==> config.mk <==
export PLATFORM = sky130hd
export DESIGN_NAME = machine_timer
export DESIGN_NICKNAME = d
export VERILOG_FILES = /design/src/rtl/machine_timer_pkg.sv /design/src/rtl/machine_timer_prescaler.sv /design/src/rtl/machine_timer.sv
export SDC_FILE = /design/constraint.sdc
export NUM_CORES = 1
export LEC_CHECK = 0
export BUFFER_PORTS_ARGS = -buffer_cell sky130_fd_sc_hd__buf_2
export CORE_MARGIN = 3
export CORE_UTILIZATION = 60
export DETAILED_ROUTE_END_ITERATION = 12
export GPL_TIMING_DRIVEN = 0
export PLACE_DENSITY = 0.84
export SYNTH_ARGS = -nofsm -noshare
export SYNTH_HDL_FRONTEND = slang
export SYNTH_HIERARCHICAL = 1
export SYNTH_SLANG_ARGS = --single-unit
==> constraint.sdc <==
create_clock -name clk -period 7.6 [get_ports clk]
set_input_delay 1.52 -clock clk [delete_from_list [all_inputs] [get_ports clk]]
set_output_delay 1.52 -clock clk [all_outputs]
set_load 0.02 [all_outputs]
==> src/rtl/machine_timer_pkg.sv <==
// Shared definitions for the machine timer: register offsets, CTRL layout,
// interrupt bus width and reset constants.
package machine_timer_pkg;

  localparam int DATA_W = 32;
  localparam int INT_W  = 32;

  localparam logic [INT_W-1:0]  INT_NONE = '0;
  localparam logic [DATA_W-1:0] CMP_RST  = '1;

  // Word offsets, i.e. addr[4:2]
  typedef enum logic [2:0] {
    OFF_CTRL   = 3'd0,
    OFF_PSC    = 3'd1,
    OFF_COUNT  = 3'd2,
    OFF_CMP    = 3'd3,
    OFF_STATUS = 3'd4
  } reg_off_e;

  localparam int CTRL_EN  = 0;
  localparam int CTRL_IE  = 1;
  localparam int CTRL_PER = 2;

  typedef struct packed {
    logic periodic;
    logic ie;
    logic en;
  } ctrl_t;

  function automatic logic [DATA_W-1:0] ctrl_to_word(ctrl_t c);
    return {{(DATA_W-3){1'b0}}, c};
  endfunction

endpackage

==> src/rtl/machine_timer_prescaler.sv <==
// Clock divider for the machine timer: emits a one-cycle tick every PSC+1
// enabled cycles; counter is held at 0 while disabled or when cleared.
module timer_prescaler #(
  parameter int PSC_W = 16
) (
  input  logic             clk,
  input  logic             rst,
  input  logic             i_en,
  input  logic             i_clr,
  input  logic [PSC_W-1:0] i_psc,
  output logic             o_tick
);

  logic [PSC_W-1:0] r_cnt;

  // Tick is combinational off the count so the core sees it in the same
  // cycle the count reaches PSC; an en drop that cycle does not suppress it.
  assign o_tick = i_en & (r_cnt == i_psc);

  always_ff @(posedge clk or negedge rst) begin
    if (!rst) begin
      r_cnt <= '0;
    end else if (!i_en || i_clr || o_tick) begin
      r_cnt <= '0;
    end else begin
      r_cnt <= r_cnt + 1'b1;
    end
  end

endmodule

==> src/rtl/machine_timer.sv <==
// Memory-mapped machine timer: prescaled 32-bit counter with compare match,
// sticky pending bit and a level interrupt onto the clint int_flag bus.
module machine_timer
  import machine_timer_pkg::*;
#(
  parameter int INT_BIT = 0,
  parameter int PSC_W   = 16
) (
  input  logic              clk,
  input  logic              rst,
  input  logic              req,
  input  logic              we,
  input  logic [31:0]       addr,
  input  logic [31:0]       wdata,
  output logic [31:0]       rdata,
  output logic [INT_W-1:0]  int_flag
);

  ctrl_t            r_ctrl;
  logic [PSC_W-1:0] r_psc;
  logic [31:0]      r_count;
  logic [31:0]      r_cmp;
  logic             r_pend;

  reg_off_e w_off;
  logic     w_wr;
  logic     w_wr_ctrl, w_wr_psc, w_wr_count, w_wr_cmp, w_wr_status;
  logic     w_tick, w_match, w_psc_clr;
  logic     w_unused_addr;

  assign w_off         = reg_off_e'(addr[4:2]);
  assign w_unused_addr = ^{addr[31:5], addr[1:0]};

  assign w_wr        = req & we;
  assign w_wr_ctrl   = w_wr & (w_off == OFF_CTRL);
  assign w_wr_psc    = w_wr & (w_off == OFF_PSC);
  assign w_wr_count  = w_wr & (w_off == OFF_COUNT);
  assign w_wr_cmp    = w_wr & (w_off == OFF_CMP);
  assign w_wr_status = w_wr & (w_off == OFF_STATUS);

  // Restart the divider on any PSC change or when software turns the timer off
  assign w_psc_clr = w_wr_psc | (w_wr_ctrl & ~wdata[CTRL_EN]);

  timer_prescaler #(
    .PSC_W (PSC_W)
  ) u_psc (
    .clk    (clk),
    .rst    (rst),
    .i_en   (r_ctrl.en),
    .i_clr  (w_psc_clr),
    .i_psc  (r_psc),
    .o_tick (w_tick)
  );

  // Match always compares the pre-edge COUNT/CMP, so same-cycle writes never mask it
  assign w_match = w_tick & (r_count == r_cmp);

  always_ff @(posedge clk or negedge rst) begin
    if (!rst) begin
      r_ctrl <= '0;
      r_psc  <= '0;
      r_cmp  <= CMP_RST;
    end else begin
      if (w_wr_ctrl) r_ctrl <= ctrl_t'(wdata[2:0]);
      if (w_wr_psc)  r_psc  <= wdata[PSC_W-1:0];
      if (w_wr_cmp)  r_cmp  <= wdata;
    end
  end

  always_ff @(posedge clk or negedge rst) begin
    if (!rst) begin
      r_count <= '0;
    end else if (w_wr_count) begin
      r_count <= wdata;
    end else if (w_tick) begin
      r_count <= (w_match && r_ctrl.periodic) ? '0 : r_count + 32'd1;
    end
  end

  // Set beats a same-cycle W1C so a match is never lost
  always_ff @(posedge clk or negedge rst) begin
    if (!rst) begin
      r_pend <= 1'b0;
    end else if (w_match) begin
      r_pend <= 1'b1;
    end else if (w_wr_status && wdata[0]) begin
      r_pend <= 1'b0;
    end
  end

  always_comb begin
    rdata = '0;
    case (w_off)
      OFF_CTRL:   rdata = ctrl_to_word(r_ctrl);
      OFF_PSC:    rdata = 32'(r_psc);
      OFF_COUNT:  rdata = r_count;
      OFF_CMP:    rdata = r_cmp;
      OFF_STATUS: rdata = {31'd0, r_pend};
      default:    rdata = '0;
    endcase
  end

  always_comb begin
    int_flag          = INT_NONE;
    int_flag[INT_BIT] = r_pend & r_ctrl.ie;
  end

endmodule

### Yosys cells after proc, flatten, opt, wreduce, memory -nomap -nowiden

Cells that the tools add are included.
W data, S select, Z words.

| cells by class | value |
|---|---|
| muxes and demuxes | 7 |
| add/subtract/negate cells | 2 |
| reduce and logical (&&, ||, !) cells | 8 |
| eq/ne operators | 6 |
| bitwise gates (word level) | 12 |

Operators by type and width:

| cell | number |
|---|---|
| $pmux W32 S5 | 1 |
| $mux W32 | 3 |
| $add A32 B1 Y32 const B | 1 |
| $eq A32 B32 Y1 | 1 |
| $add A16 B1 Y16 const B | 1 |
| $eq A16 B16 Y1 | 1 |
| $mux W16 | 1 |
| $and A1 B1 Y1 | 10 |
| $eq A3 B2 Y1 const B | 2 |
| $reduce_bool A2 Y1 | 2 |
| $eq A3 B1 Y1 const B | 1 |
| $eq A3 B3 Y1 const B | 1 |
| $logic_not A3 Y1 | 1 |
| $logic_and A1 B1 Y1 | 2 |
| $logic_or A1 B1 Y1 | 2 |
| $mux W1 | 2 |
| $logic_not A1 Y1 | 1 |
| $not A1 Y1 | 1 |
| $or A1 B1 Y1 | 1 |

| word-level totals | value |
|---|---|
| logic and storage cells | 43 |
| output and inout port bits | 64 |
| input bits | 68 |
| register bits after elaboration | 100 |

### Longest topological paths before layout

Gate-level depths: netlist (run 1).

| depth | value |
|---|---|
| word-level depth | 7 |
| mapped depth | 12 |
| depth with buffers taken out | 10 |

### Hierarchy

Netlist (run 1), hierarchy kept.

Modules (own cells, without submodules):

| module | area an instance (µm²) | sequential area each (µm²) | cells an instance | instances |
|---|---|---|---|---|
| machine_timer | 5595.4 | 2142.1 | 600 | 1 |
| timer_prescaler | 940.9 | 400.4 | 99 | 1 |

### Worst setup path before layout (run 1)

Ideal clock, no wire load.

| path | value |
|---|---|
| path type | in2out |
| from | in addr[2] |
| to | out rdata[10] |
| data required time | 6.080 ns |
| buffers on the path | 2 |
| cell stages on the path | 5 |
| arrival time | 2.854 ns |
| setup slack | 3.226 ns |
| path through | buf_1 nor2b_1 clkbuf_1 a22oi_1 nor2_1 |

| on the way | value |
|---|---|
| word-level cells in the longest chain between the ends | 2 |
| elaborated cells on any way between the ends | 6 |
| those cells by class | eq/ne: 4; mux: 1; reduce/logical: 1 |

Ends and longest elaborated chain:

| item | RTL line | RTL |
|---|---|---|
| from (decl) | machine_timer.sv:13 | `input logic [31:0] addr,` |
| $eq A3 B3 Y1 (tied with other cells) | machine_timer.sv:93 | `case (w_off)` |
| $pmux W32 S5 (*) | machine_timer.sv:93 |  |
| to (decl) | machine_timer.sv:15 | `output logic [31:0] rdata,` |

Mark *: on every way between the ends. The rest lies on a longest branch, timed or not.

### Worst setup path in the final report (run 1)

| path | value |
|---|---|
| from | in addr[2] |
| to | out rdata[15] |

Same word-level chain as after synthesis.

==> results of run 1 <==
==> metrics by stage <==
stage	util, %	total power, mW	hold WS, ns
floorplan	-	0.974	0.478
global placement	68.6	1.09	0.505
detailed placement	68.9	1.10	0.524
CTS	70.9	1.48	0.546
global route	70.9	1.55	0.571
finish	70.9	1.48	0.546
==> Yosys cell counts (21+ instances only) <==
cell type	instances	area (um2)
mux2_2	69	777
dfrtp_1	68	1700
nor2_1	66	248
nand3_1	49	245
nand2_1	42	158
xnor2_1	39	342
buf_4	34	255
dfstp_2	32	841
clkbuf_1	31	116
nand4_1	25	156
and3_1	22	138
nor4_1	21	131
==> logic make-up (layout without fill, tap and decap cells) <==
kind of cell / Yosys count / in the layout / synth area share (%)
AOI/OAI and AO/OA: 95 / 95 / 10.5
muxes: 73 / 73 / 12.9
DFF: 100 / 100 / 38.9
buffers and inverters: 96 / 184 / 7.96
and+or+nand+nor: 280 / 280 / 22.4
other: 1 / 31 / 0.0574
adders and majority gates: 2 / 2 / 0.383
xor gates and xnor gates: 52 / 52 / 6.97
==> worst paths after layout <==
check	to	cells past startpoint
min in group asynchronous	r_count[23]	1
max	rdata[15]	7
max reg2reg	r_count[2]	10
max in group asynchronous	r_cmp[8]	2
min reg2reg	r_ctrl[1]	1
min	r_ctrl[1]	1
==> per-layer routing <==
| metal | wire (um) | share of wire (%) | GRT usage, % |
|---|---|---|---|
| met1 | 8130 | 40 | 44.7 |
| met2 | 9620 | 48 | 56.1 |
| met3 | 1770 | 8.8 | 8.15 |
| met4 | 656 | 3.3 | 12.3 |
| met5 | 0 | 0 | 0 |
==> state kept, by name, summed over array words and instances (netlist names) <==
| signal | flops |
|---|---|
| r_psc | 16 |
| u_psc/r_cnt | 16 |
| r_pend | 1 |
| r_ctrl | 3 |
| r_count | 32 |
| r_cmp | 32 |
==> power breakdown <==
part	switching, mW	total, mW	internal [mW]
registers	0.0916	0.729	0.637
logic	0.194	0.375	0.181
clock network	0.206	0.374	0.168
==> worst max-delay path, delay by kind of cell <==
family | cells | cell delay, ns
AND/OR/NAND/NOR | 2 | 0.54
AO/OA/AOI/OAI | 1 | 0.19
buffers and inverters | 4 | 1.30
==> cell type report <==
type                       instances  area [um2]
buffer                            83         472
sequential                       100        2540
inverter                          13        48.8
fill                             859        3040
multi-input combinational        533        3590
clock buffer                      10         138
timing repair buffer              72         385
tap                              136         170
clock inverter                     6        76.3
==> results by group, run 1 <==
Timing
  – Worst-margin pin slew: 1.26 ns
  – Final setup viols: 0
  – Achievable Freq: 197 MHz
  – Clock Skew: 0.0152 ns
  – Final slew viol count: 0
  – Final Hold Vio Count: 0
  – Max transition margin: 15.4%
  – PnR worst setup slack: 2.52 ns
  – Minimum clock period: 5.08 ns
  – Final setup TNS: 0 ns
  – Unrepaired setup endpoints after global routing: no
  – Final Cycle Share: 66.9%

Clock network
  – Maximum root-to-sink buffer count: 2
  – Post-cts sizing count: 0
  – H-Tree Level Count: 3
  – Post-CTS setup buffer count: 0
  – CTS tree: done
  – CTS sink count: 100
  – Clk slew on worst S/H paths: 0.09 ns
  – Total CTS buffers: 9
  – CTS root buffer: clkbuf_8
  – Cts hold-fix bufs: 0
  – Clock latency on the worst-skew pair: 0.40 ns

Setup path
  – Setup CP Type: in2out
  – Cell Chain, Critical Path: buf_2 -> buf_1 -> nor2b_1 -> clkbuf_1 -> a22oi_1 -> nor2_1 -> buf_2
  – Critical Path AT: 3.56 ns
  – Worst Setup End Kind: primary output
  – Crit. Startpoint: addr[2]
  – Slowest stage delay, CP: 0.61 ns
  – Flop2flop setup slack: 3.42 ns
  – Worst path required time: 6.08 ns
  – Crit Path Max Fanout: 10
  – Worst path slowest cell: buf_1
  – Cell mode on critical path: buf_2
  – Reg-to-Reg Start: u_psc/r_cnt[11]
  – Worst Setup Start Kind: primary input

Route
  – DRT antenna net count: 0
  – Via count: 5938
  – Routed WL: 20.2 mm
  – Per-cell routed wire length: 21.2 um
  – Drt initial violations: 596
  – DRC Markers: 0
  – Vias per inst: 6.23
  – Initial DRT Pass Iterations: 6

Power
  – Leakage: 3.22 nW
  – Cell area power density: 199 nW/um2
  – Peak supply drop: 0.189 mV

Logic synthesis
  – Synth Register Bits: 100
  – Synth warn: 6
  – Syn Area/Cell: 9.35 um2
  – Cells after Synth: 699
  – Synth unique cells: 60
  – Post-Syn Area: 6540 um2
  – Post-synthesis sequential area ratio: 38.9%
  – Post-synth EDFFs: 0
  – Async set-reset flop share out of synthesis: 100%
  – Top_reg_cell synth: dfrtp_1

Run
  – Max cap viols: 0

Floorplan
  – Initial core utilization: 62.5%
  – Die H: 110 um
  – Core Region: 10500 um2
  – IO Count: 132
  – Rows: 37
  – DIE AREA: 12200 um2
  – Width of the die: 110 um

Placed design
  – Place WS: 2.56 ns
  – Dpl cell area: 7200 um2
  – GPL Wtd Cong: 0.980
  – DP Cell Count: 937
  – Number of port buffers: 71
  – Post-DP HPWL: 15.1 mm

Layout
  – Post-Layout Cell Count: 953
  – Most frequent cells in the layout: buf_2, mux2_2, dfrtp_1
  – Commonest non-fill, non-tap cell in the layout: buf_2
  – Post-route cell area: 7420 um2
  – Inserted Diodes: 0
  – Area Growth Syn to Fin: 13.5%
  – Final nets: 882
  – Share of cells above drive strength 1: 30.6%

GRT
  – Vias in the first global route: 5700
  – Grt total ovfl: 0
  – Total Routing Usage GR: 34.3%
  – Largest net degree at the start of global routing: 64
  – Global-route wire length before repair: 31.2 mm
  – Initial antenna violation count: 0

Worst hold path
  – Hold_sp: r_ctrl[1]
  – Tightest Hold Check Type: reg2reg

Outcome
  – Status: completed
No activity file was read; power rests on OpenSTA's default activity.
==> inputs of run 2 (changes only) <==
ABC_AREA = 1   (was unset)
CORE_UTILIZATION = 51   (was 60)
PLACE_DENSITY = 0.75   (was 0.84)
clock period = 4.15 ns   (was 7.6 ns; I/O delays follow)
==> results by group, run 2 <==
GRT
  – Largest net degree at the start of global routing: 63
  – Vias in the first global route: 6108
  – Global-route wire length before repair: 30.8 mm
  – Grt total ovfl: 0
  – Initial antenna violation count: 0
  – Total Routing Usage GR: 26.6%

Timing
  – Final setup viols: 0
  – Achievable Freq: 304 MHz
  – Clock Skew: 0.00550 ns
  – Final Hold Vio Count: 0
  – Max transition margin: 47.9%
  – Final setup TNS: 0 ns
  – Final Cycle Share: 79.4%
  – Final slew viol count: 0
  – Minimum clock period: 3.29 ns
  – Worst-margin pin slew: 0.781 ns
  – Unrepaired setup endpoints after global routing: no

Logic synthesis
  – Cells after Synth: 999
  – Top-count cell post-synth: nand2_1
  – Synth unique cells: 43
  – Commonest cells post-synth: nand2_1, inv_1, nor2_1
  – Synth Register Bits: 100
  – Post-synthesis sequential area ratio: 36.6%
  – Area share of the largest cell type after synthesis: 24.5%
  – Top_reg_cell synth: dfrtp_1
  – Post-synth EDFFs: 0
  – Synth area leader: dfrtp_1
  – Post-Syn Area: 6950 um2
  – Syn Area/Cell: 6.95 um2
  – Top post-synthesis cells by area: dfrtp_1, nand2_1, dfstp_2
  – Synth warn: 6
  – Async set-reset flop share out of synthesis: 100%

Floorplan
  – Core Region: 13300 um2
  – Rows: 42
  – IO Count: 132
  – Width of the die: 123 um
  – Die H: 123 um
  – DIE AREA: 15100 um2
  – Initial core utilization: 52.2%

Placed design
  – Number of port buffers: 71
  – Dpl cell area: 7660 um2
  – GPL Wtd Cong: 0.931
  – Post-DP HPWL: 14.5 mm

Setup path
  – Critical Path AT: 2.46 ns
  – Worst path required time: 3.32 ns
  – Setup CP Type: in2out
  – Worst Setup End Kind: primary output
  – Crit Path Max Fanout: 10
  – Worst Setup Start Kind: primary input

Clock network
  – Clock latency on the worst-skew pair: 0.35 ns
  – CTS tree: done
  – CTS sink count: 100
  – Maximum root-to-sink buffer count: 2
  – H-Tree Level Count: 3
  – CTS root buffer: clkbuf_16
  – Total CTS buffers: 9
  – Post-cts sizing count: 0
  – Post-CTS setup buffer count: 0
  – Cts hold-fix bufs: 0
  – Clk slew on worst S/H paths: 0.06 ns

Route
  – Drt initial violations: 674
  – Initial DRT Pass Iterations: 5
  – DRT antenna net count: 0
  – DRC Markers: 0
  – Per-cell routed wire length: 14.9 um
  – Vias per inst: 5.21
  – Routed WL: 19.3 mm
  – Via count: 6733

Layout
  – Share of cells above drive strength 1: 19.4%
  – Final core utilization: 59.7%
  – Most frequent cells in the layout: nand2_1, inv_1, buf_2
  – Commonest non-fill, non-tap cell in the layout: nand2_1
  – Biggest regs: r_cmp (32), r_count (32)
  – Area Growth Syn to Fin: 14.3%
  – Inserted Diodes: 0
  – Post-route cell area: 7940 um2
  – Final nets: 1182

Outcome
  – Status: completed

Run
  – Max cap viols: 0

Power
  – Leakage: 4.06 nW
  – Peak supply drop: 0.252 mV
  – Cell area power density: 438 nW/um2

Worst hold path
  – Tightest Hold Check Type: in2async
-- run 2: cell types whose count changed after synthesis, moves of 20 or more --
cell / delta
xor2_1: +21
xnor2_1: -33
nand2_1: +235
mux2_2: -69
inv_1: +142
o22ai_1: +27
nor4_1: -21
o21ai_0: +46
and3_1: -22
nand3_1: +20
-- run 2: cell type report --
| class | count | area (um2) |
|---|---|---|
| Timing Repair Buffer | 72 | 385 |
| Fill cell | 1270 | 5360 |
| Tap cell | 176 | 220 |
| Buffer | 65 | 425 |
| Multi-Input combinational cell | 696 | 3460 |
| Sequential cell | 100 | 2540 |
| Clock inverter | 2 | 10.0 |
| Inverter | 168 | 631 |
| Clock buffer | 14 | 264 |
-- run 2: report_power, final --
group	leakage [nW]	switching, mW	internal, mW
Combinational	2.72	0.718	0.445
Clock	0.137	0.365	0.439
Sequential	1.20	0.271	1.24
-- run 2: metal layers --
| layer | vias to the layer above | wire [um] | track usage, % |
|---|---|---|---|
| met4 | 0 | 538 | 11.0 |
| met1 | 3114 | 9120 | 40.4 |
| met5 | - | 0 | 0 |
| met3 | 36 | 1340 | 3.69 |
| met2 | 266 | 8320 | 37.9 |
| li1 | 3317 | - | - |
-- run 2: path summary, 6_finish.rpt --
check	startpoint	end	slack, ns	depth (start not counted)
setup / recovery	addr[4]	rdata[3]	0.86	6
hold / removal	rst	r_count[20]	0.46	1
setup reg to reg	u_psc/r_cnt[11]	r_count[14]	1.48	17
hold reg to reg	r_cmp[1]	r_cmp[1]	0.49	2
max in group asynchronous	rst	r_cmp[3]	2.95	2
min in group clk	r_cmp[1]	r_cmp[1]	0.49	2
-- run 2: worst max-delay path: stages --
cell and delay (ns):
buf_2 0.15, nor3_2 0.36, inv_2 0.12, clkbuf_1 0.36
o21ai_0 0.40, buf_2 0.23
-- run 2: per-stage QoR --
stage	power, mW	setup WS [ns]	cells	hold WS [ns]
5_1_grt	3.73	0.740	1293	0.487
3_3_place_gp	2.63	0.884	1276	0.483
2_1_floorplan	2.34	1.49	1029	0.467
3_5_place_dp	2.66	0.844	1277	0.486
6_report	3.48	0.855	1293	0.459
4_1_cts	3.47	0.845	1293	0.473
-- run 2: cell families after synthesis --
| kind of cell | count (synthesis) | share of synthesized area (%) |
|---|---|---|
| AOI/OAI and AO/OA | 123 | 10.2 |
| xor gates and xnor gates | 40 | 5.04 |
| other | 1 | 0.0540 |
| and+or+nand+nor | 500 | 32.6 |
| adders and majority gates | 2 | 0.360 |
| buffers and inverters | 233 | 15.2 |
| DFF | 100 | 36.6 |
==> inputs of run 3 (changes only) <==
ABC_AREA = 0   (was 1)
CORE_UTILIZATION = 56   (was 51)
PLACE_DENSITY = 0.79   (was 0.75)
clock period = 3.1 ns   (was 4.15 ns; I/O delays follow)
==> results by group, run 3 (synthesized netlist as in run 1, its figures left out) <==
Outcome
  – Status: completed

Timing
  – Final setup viols: 0
  – Minimum clock period: 3.10 ns
  – Final slew viol count: 0
  – Max transition margin: 31.4%
  – Unrepaired setup endpoints after global routing: yes
  – Clock Skew: 0.00813 ns
  – Achievable Freq: 323 MHz
  – Final Hold Vio Count: 0
  – Final Cycle Share: 99.9%
  – Worst-margin pin slew: 1.02 ns
  – PnR worst setup slack: 0.00406 ns
  – Final setup TNS: 0 ns

GRT
  – Grt total ovfl: 0
  – Total Routing Usage GR: 32.7%
  – Initial antenna violation count: 0
  – Global-route wire length before repair: 32.6 mm
  – Vias in the first global route: 5836
  – Largest net degree at the start of global routing: 68

Layout
  – Most frequent cells in the layout: buf_2, mux2_2, nor2_1, dfrtp_1, nand3_1
  – Inserted Diodes: 0
  – Final nets: 894
  – Area Growth Syn to Fin: 19.4%
  – Share of cells above drive strength 1: 34.4%
  – Biggest regs: r_cmp (32), r_count (32)
  – Commonest non-fill, non-tap cell in the layout: buf_2

Power
  – Clock Power Share: 31.2%
  – Final Power: 4.03 mW
  – Switch share: 31.7%
  – Comb power frac: 24.0%
  – Internal power: 2.75 mW
  – Leakage: 3.39 nW
  – Net Sw Power: 1.28 mW
  – Seq pwr share: 44.7%
  – Peak supply drop: 0.553 mV
  – Cell area power density: 516 nW/um2

Clock network
  – CTS tree: done
  – CTS sink count: 100
  – CTS root buffer: clkbuf_16
  – Clock latency on the worst-skew pair: 0.36 ns
  – Maximum root-to-sink buffer count: 2
  – H-Tree Level Count: 3
  – Clk slew on worst S/H paths: 0.07 ns
  – Total CTS buffers: 9
  – Cts hold-fix bufs: 0

Route
  – Per-cell routed wire length: 22.0 um
  – Drt initial violations: 565
  – Vias per inst: 6.25
  – DRT antenna net count: 0
  – Via count: 6058
  – Initial DRT Pass Iterations: 5
  – Routed WL: 21.4 mm
  – DRC Markers: 0

Placed design
  – Number of port buffers: 71
  – Place WS: -1.12 ns
  – GPL Wtd Cong: 0.957
  – Post-DP HPWL: 15.3 mm

Worst hold path
  – Tightest Hold Check Type: in2async

Setup path
  – Worst Setup Start Kind: flip-flop
  – Setup CP Type: reg2reg
  – Critical Path AT: 3.34 ns
  – Crit Path Max Fanout: 8
  – Worst Setup End Kind: flip-flop
  – Worst path required time: 3.35 ns

Floorplan
  – Initial core utilization: 58.7%
  – DIE AREA: 13000 um2
  – Rows: 38
  – Core Region: 11100 um2
  – Width of the die: 114 um
  – IO Count: 132
  – Die H: 114 um

Run
  – Max cap viols: 0
-- run 3: changes by cell type in the layout (fill, tap and decap cells not counted), moves of 22 or more --
cell / previous run / this run
o21ai_0: 64 / 18
and3_1: 0 / 22
inv_1: 154 / 12
xnor2_1: 6 / 39
mux2_2: 0 / 69
nand2_1: 277 / 37
o22ai_1: 29 / 2
-- run 3: worst paths after layout --
kind	start	end	slack, ns	depth (start not counted)
setup reg to reg	u_psc/r_cnt[3]	r_count[22]	0.004	11
setup / recovery	u_psc/r_cnt[3]	r_count[22]	0.004	11
hold reg to reg	u_psc/r_cnt[0]	u_psc/r_cnt[0]	0.55	1
hold / removal	rst	r_psc[1]	0.21	1
max in group asynchronous	rst	r_cmp[8]	2.15	2
min in group clk	wdata[20]	r_count[20]	0.48	3
-- run 3: power by group through the flow --
stage,registers (mW),clock network [mW],logic [mW]
floorplan,1.72,0,0.671
global placement,1.80,0,0.881
detailed placement,1.81,0,0.904
CTS,1.79,1.28,0.924
global route,1.82,1.33,1.04
finish,1.80,1.26,0.968
-- run 3: cell type report --
| cell class | instances | area [um2] |
|---|---|---|
| sequential | 100 | 2540 |
| clock buffer | 10 | 229 |
| clock inverter | 6 | 96.3 |
| fill | 895 | 3320 |
| tap | 140 | 175 |
| inverter | 13 | 48.8 |
| multi-input combinational | 533 | 3710 |
| timing repair buffer | 85 | 513 |
| buffer | 82 | 489 |
-- run 3: layer usage --
layer	up-vias	global-route usage (%)	wire, um
met1	2979	44.1	8700
met4	0	11.1	627
met3	49	7.43	2030
met2	325	52.1	10000
li1	2705	-	-
met5	-	0	0
-- run 3: repair_timing --
action / 4_1_cts / 5_1_grt
gates resized for setup: 9 / 30
setup buffers: 2 / 10
endpoints found under the setup margin: 43 / 42
pin swaps: 3 / 13
cloned: 0 / 1
-- run 3: stage by stage --
stage          instances  area, um2  utilization (%)  hold slack, ns
2_1_floorplan        729       6650                -           0.324
3_3_place_gp         940       7180             64.5           0.514
3_5_place_dp         941       7210             64.8           0.535
4_1_cts              958       7590             68.2           0.225
5_1_grt              969       7800             70.1           0.246
6_report             969       7800             70.1           0.210
-- run 3: worst max-delay path, stage by stage, from the launching register on --
cell	delay, ns
dfrtp_1	0.43
xor2_1	0.20
nor4_2	0.32
nand2_1	0.16
nor4_4	0.43
inv_2	0.12
a2111o_1	0.34
nor4_4	0.21
nand4_1	0.21
buf_6	0.22
buf_12	0.14
a31o_4	0.21
